[src/rtl/simd_csa_resolve_if.sv]
// Handshake/data bundle between the carry-save multiplier stage, the
// resolver and the correlated-randomness output buffer.
interface simd_csa_resolve_if;

    typedef logic [255:0] prng_t;

    typedef struct packed {
        logic is256;
        logic is128;
        logic is64;
    } width_t;

    prng_t  ps_i;
    prng_t  sc_i;
    width_t width_i;
    logic   in_valid_i;
    logic   in_ready_o;
    prng_t  res_o;
    logic   out_valid_o;
    logic   out_ready_i;

    // Resolver side
    modport slave (
        input  ps_i,
        input  sc_i,
        input  width_i,
        input  in_valid_i,
        output in_ready_o,
        output res_o,
        output out_valid_o,
        input  out_ready_i
    );

    // Producer/consumer side
    modport master (
        output ps_i,
        output sc_i,
        output width_i,
        output in_valid_i,
        input  in_ready_o,
        input  res_o,
        input  out_valid_o,
        output out_ready_i
    );

endinterface

[src/rtl/simd_csa_resolve.sv]
// Iterative carry-save resolver: adds the partial-sum word and the shifted
// carry word one 32-bit chunk per cycle, with carries confined to SIMD lanes.
//
// state | meaning
// IDLE  | ready for a new (ps, sc, width) triple
// RUN   | resolving chunk k_q, carry c_q from the previous chunk
// DONE  | result held on res_o until the consumer takes it
module simd_csa_resolve (
    input  logic               clk_i,
    input  logic               rst_n_i,
    simd_csa_resolve_if.slave  bus
);

    localparam int LEN    = 256;
    localparam int CHUNK  = 32;
    localparam int NCHUNK = LEN / CHUNK;

    typedef enum logic [1:0] {
        IDLE = 2'd0,
        RUN  = 2'd1,
        DONE = 2'd2
    } state_t;

    state_t             state_q, state_d;
    logic [LEN-1:0]     ps_q, ps_d;
    logic [LEN-1:0]     sc2_q, sc2_d;
    logic [LEN-1:0]     res_q, res_d;
    logic [NCHUNK-1:0]  b_q, b_d;
    logic [2:0]         k_q, k_d;
    logic               c_q, c_d;

    logic [NCHUNK-1:0]  b_acc;
    logic [LEN-1:0]     lane_clr;
    logic [LEN-1:0]     sc2_acc;
    logic [7:0]         base;
    logic [CHUNK-1:0]   chunk_ps;
    logic [CHUNK-1:0]   chunk_sc;
    logic               cin;
    logic [CHUNK:0]     sum;

    // Lane-start mask from the width fields (widest lane wins on multi-hot)
    // and the carry word shifted into place with lane-crossing bits killed.
    always_comb begin
        b_acc = {NCHUNK{1'b1}};
        if (bus.width_i.is256) begin
            b_acc = 8'h01;
        end else if (bus.width_i.is128) begin
            b_acc = 8'h11;
        end else if (bus.width_i.is64) begin
            b_acc = 8'h55;
        end
        lane_clr = '0;
        for (int k = 0; k < NCHUNK; k++) begin
            lane_clr[k*CHUNK] = b_acc[k];
        end
        sc2_acc = (bus.sc_i << 1) & ~lane_clr;
    end

    // One chunk of the ripple: carry-in is suppressed at a lane start.
    always_comb begin
        base     = {k_q, 5'b00000};
        chunk_ps = ps_q[base +: CHUNK];
        chunk_sc = sc2_q[base +: CHUNK];
        cin      = c_q & ~b_q[k_q];
        sum      = {1'b0, chunk_ps} + {1'b0, chunk_sc} + {{CHUNK{1'b0}}, cin};
    end

    // Next-state and datapath update.
    always_comb begin
        state_d = state_q;
        ps_d    = ps_q;
        sc2_d   = sc2_q;
        res_d   = res_q;
        b_d     = b_q;
        k_d     = k_q;
        c_d     = c_q;
        case (state_q)
            IDLE: begin
                if (bus.in_valid_i) begin
                    ps_d    = bus.ps_i;
                    sc2_d   = sc2_acc;
                    b_d     = b_acc;
                    k_d     = '0;
                    c_d     = 1'b0;
                    state_d = RUN;
                end
            end
            RUN: begin
                res_d[base +: CHUNK] = sum[CHUNK-1:0];
                c_d = sum[CHUNK];
                k_d = k_q + 3'd1;
                if (k_q == 3'(NCHUNK - 1)) begin
                    state_d = DONE;
                end
            end
            DONE: begin
                if (bus.out_ready_i) begin
                    state_d = IDLE;
                end
            end
            default: begin
                state_d = IDLE;
            end
        endcase
    end

    // State and datapath registers; reset aborts any operation in flight.
    always_ff @(posedge clk_i or negedge rst_n_i) begin
        if (!rst_n_i) begin
            state_q <= IDLE;
            ps_q    <= '0;
            sc2_q   <= '0;
            res_q   <= '0;
            b_q     <= '0;
            k_q     <= '0;
            c_q     <= 1'b0;
        end else begin
            state_q <= state_d;
            ps_q    <= ps_d;
            sc2_q   <= sc2_d;
            res_q   <= res_d;
            b_q     <= b_d;
            k_q     <= k_d;
            c_q     <= c_d;
        end
    end

    assign bus.in_ready_o  = (state_q == IDLE);
    assign bus.out_valid_o = (state_q == DONE);
    assign bus.res_o       = res_q;

endmodule
[src/flat_wrapper.sv]
// flat-port wrapper written by rule: the top's interface ports become plain ports
module simd_csa_resolve_flat 
  (clk_i, rst_n_i, bus_ps_i, bus_sc_i, bus_width_i, bus_in_valid_i, bus_in_ready_o, bus_res_o, bus_out_valid_o, bus_out_ready_i);
  simd_csa_resolve_if bus_i ();
  input  logic clk_i;
  input  logic rst_n_i;
  input wire logic [$bits(bus_i.ps_i)-1:0] bus_ps_i;
  input wire logic [$bits(bus_i.sc_i)-1:0] bus_sc_i;
  input wire logic [$bits(bus_i.width_i)-1:0] bus_width_i;
  input wire logic [$bits(bus_i.in_valid_i)-1:0] bus_in_valid_i;
  output wire logic [$bits(bus_i.in_ready_o)-1:0] bus_in_ready_o;
  output wire logic [$bits(bus_i.res_o)-1:0] bus_res_o;
  output wire logic [$bits(bus_i.out_valid_o)-1:0] bus_out_valid_o;
  input wire logic [$bits(bus_i.out_ready_i)-1:0] bus_out_ready_i;
  assign bus_i.ps_i = bus_ps_i;
  assign bus_i.sc_i = bus_sc_i;
  assign bus_i.width_i = bus_width_i;
  assign bus_i.in_valid_i = bus_in_valid_i;
  assign bus_in_ready_o = bus_i.in_ready_o;
  assign bus_res_o = bus_i.res_o;
  assign bus_out_valid_o = bus_i.out_valid_o;
  assign bus_i.out_ready_i = bus_out_ready_i;
  simd_csa_resolve u_core (.clk_i(clk_i), .rst_n_i(rst_n_i), .bus(bus_i));
endmodule
[config.mk]
export PLATFORM = sky130hd
export DESIGN_NAME = simd_csa_resolve_flat
export DESIGN_NICKNAME = d
export VERILOG_FILES = /design/src/rtl/simd_csa_resolve_if.sv /design/src/rtl/simd_csa_resolve.sv /design/src/flat_wrapper.sv
export SDC_FILE = /design/constraint.sdc
export NUM_CORES = 2
export LEC_CHECK = 0
export BUFFER_PORTS_ARGS = -buffer_cell sky130_fd_sc_hd__buf_2
export CAP_MARGIN = 20
export CORE_AREA = 5 5 300 302
export CTS_CLUSTER_DIAMETER = 100
export DETAILED_ROUTE_END_ITERATION = 7
export DIE_AREA = 0 0 305 307
export GPL_TIMING_DRIVEN = 0
export PLACE_DENSITY = 0.64
export SETUP_SLACK_MARGIN = 0.1
export SLEW_MARGIN = 20
export SYNTH_ARGS = -nofsm -noshare
export SYNTH_HDL_FRONTEND = slang
export SYNTH_SLANG_ARGS = --single-unit
[constraint.sdc]
create_clock -name clk_i -period 7 [get_ports clk_i]
set_clock_uncertainty 0.2 [all_clocks]
set_input_delay 0.7 -clock clk_i [delete_from_list [all_inputs] [get_ports clk_i]]
set_output_delay 0.7 -clock clk_i [all_outputs]
set_load 0.005 [all_outputs]
==> out/results.txt <==
Die Wd = 305 microns
# nets final = 4981
Syn Nets = 4098
Post-synth EDFFs = 0
Total vias in the final route = 29570
Final Hold Viols = 0
Clock transition at path regs = 0.07 ns
GRT overflow = 0
Hold WC Path Type = primary input to register
Max Slew Vio Count = 0
Vias in the first global route = 30610
Crit share post-route = 0.9197
Gr usage total = 0.2934
Post-route minimum period = 6.438 ns
Max-cap violations = 0
Area contributors post-synth = dfrtp_1, nand2_1, mux4_2
CTS Buf Count = 84
Initial core utilization = 0.3902
Worst VDD drop = 626.0 uV
Slew HR = 0.2748
Routed Wire Length = 141200 microns
Unrepaired setup endpoints after global routing = false
Leak = 22.72 nW
Pin count of the biggest net entering global routing = 95
Worst slew pin tran = 1.080 ns
Max Freq = 155.3 MHz
Area grow syn2layout = 26.43%
DIE AREA = 93640 sq um
Synth Flop Type = dfrtp_1
First drt pass iteration count = 5
Crit path DAT = 6.73 ns
Worst skew pair latency = 0.66 ns
Post-synthesis sequential area ratio = 0.5700
Async set-reset flop share out of synthesis = 1.000
Final Hold Slack = 0.02501 ns
Max FO, Critical Path = 10
CTS Sinks = 777
DR WL/cell = 24.89 microns
DRT antenna net count = 0
Std cell rows = 109
Post-synth top area share = 0.5700
Overall die height = 307 microns
Post-CTS Setup Repair Bufs = 0
Most common cell in the netlist = nand2_1
Synthesized instance count = 3542
Status = complete, no violations
Routability Congestion = 0.9150
Cell taking the most area after synthesis = dfrtp_1
First-pass GRT wire length = 201600 microns
Final HPWL DP = 111600 microns
Setup crit end kind = register
Core area = 87420 sq um
Power, Total = 27.34 mW
Vias/cell = 5.212
Setup violators final = 0
Synth unique cells = 63
Antenna violations before repair = 62
Commonest cells post-synth = nand2_1, dfrtp_1, o21ai_0
Initial drt markers = 2279
Synthesized area = 34110 sq um
Power Density = 633.9 nW/um^2
IO Count = 777
Share of post-route cells with drive strength above 1 = 0.2639
Critical path launch point type = register
Synth Register Bits = 777
Worst Path Required = 7.29 ns
Fillers = 8374
DRC violations left = 0
Port Buf Inserts = 775
Warnings from Yosys = 0
Clock root cell = clkbuf_16
Htree depth = 3
Setup CP Type = register to register
Mean post-synth cell area = 9.631 sq um
Clock Tree Buf Depth = 3
CTS tree = built
-- area by class of cell --
| cell class | count | area (sq um) | area share |
|---|---|---|---|
| flip-flops and latches | 777 | 19440 | 0.4508 |
| repair buffers | 797 | 4289 | 0.09945 |
| plain buffers | 207 | 802.0 | 0.01860 |
| clock buffers | 116 | 2414 | 0.05596 |
| inverters | 12 | 45.04 | 0.001044 |
| clock inverters | 35 | 580.6 | 0.01346 |
| diodes | 19 | 47.55 | 0.001102 |
| well taps | 1165 | 1458 | 0.03380 |
| multi-input cells | 2546 | 14050 | 0.3258 |
-- metal layers --
metal,track usage,share of wire
met1,0.3562,0.38
met3,0.07280,0.084
met2,0.5037,0.49
met4,0.1219,0.048
met5,0,0.0023
-- logic make-up (layout without fill, tap and decap cells) --
family | after synthesis | count (layout) | synth area share
other cells | 0 | 19 | 0
xor+xnor | 26 | 26 | 0.006675
simple gates | 1984 | 1984 | 0.2227
compound gates | 281 | 281 | 0.04874
buf+inv | 219 | 1167 | 0.02417
flops | 777 | 777 | 0.5700
fa+ha+maj | 37 | 37 | 0.01401
mux | 218 | 218 | 0.1138
-- sequential cells by signal (all words and copies together), names as in the netlist --
register / cells
u_core.state_q: 2
u_core.b_q: 4
u_core.c_q: 1
u_core.sc2_q: 255
u_core.ps_q: 256
u_core.bus.res_o: 256
u_core.k_q: 3
-- critical path: stages (launching register included) --
cell	delay, ns
dfrtp_1	0.34
clkbuf_2	0.30
clkbuf_2	0.47
clkdlybuf4s15_2	0.61
mux4_2	0.61
nand2_1	0.12
nand2_1	0.14
fa_1	0.48
fa_1	0.53
a211oi_2	0.28
o21ai_1	0.16
a221oi_4	0.58
nor4_4	0.10
o221ai_4	0.28
or4b_1	0.19
o2111ai_2	0.38
mux2_1	0.45
-- report_power, final --
part | switching, mW | total, mW | internal (mW)
clock network | 1.96 | 4.84 | 2.88
registers | 1.13 | 7.71 | 6.58
logic | 9.68 | 14.8 | 5.11
-- placed cells by master, fill, tap and decap left out, types with 15 or more instances in the layout --
| master | n |
|---|---|
| a21o_1 | 17 |
| buf_2 | 775 |
| dfrtp_1 | 777 |
| o21ai_0 | 186 |
| nor2_1 | 30 |
| clkbuf_16 | 85 |
| xnor2_2 | 15 |
| diode_2 | 19 |
| mux4_2 | 127 |
| nand2_1 | 1901 |
| buf_1 | 17 |
| ha_1 | 35 |
| clkbuf_8 | 17 |
| a21oi_1 | 23 |
| clkbuf_1 | 194 |
| mux2_2 | 80 |
-- final timing paths --
kind                                          startpoint                                 to  slack (ns)  cells after the start
setup / recovery               u_core.k_q[0]$_DFFE_PN0P_   u_core.bus.res_o[62]$_DFFE_PN0P_        0.56                     16
hold / removal                             bus_sc_i[175]      u_core.sc2_q[176]$_DFFE_PN0P_        0.03                      3
setup reg to reg               u_core.k_q[0]$_DFFE_PN0P_   u_core.bus.res_o[62]$_DFFE_PN0P_        0.56                     16
hold reg to reg            u_core.sc2_q[127]$_DFFE_PN0P_      u_core.sc2_q[127]$_DFFE_PN0P_        0.27                      2
max in group asynchronous                        rst_n_i       u_core.sc2_q[74]$_DFFE_PN0P_        4.18                      6
min in group asynchronous                        rst_n_i  u_core.bus.res_o[235]$_DFFE_PN0P_        0.33                      2
-- per-stage QoR --
stage               setup TNS [ns]  worst slack (ns)  std cells  utilization  instance area, sq um
floorplan                        0             1.902       3542            -                 34110
global placement          -9107.39            -11.80       5482       0.4513                 39450
detailed placement          -33.18           -0.7392       5503       0.4579                 40030
CTS                              0            0.1120       5655       0.4927                 43070
global route                     0            0.1601       5661       0.4930                 43100
finish                           0            0.5622       5674       0.4934                 43130
-- repair_timing --
action,4_1_cts,5_1_grt
hold endpoints to repair,38,0
pin swaps,0,1
hold buffers,1,0
gates resized for setup,8,4
endpoints found under the setup margin,105,35
No activity file was read; power rests on OpenSTA's default activity.
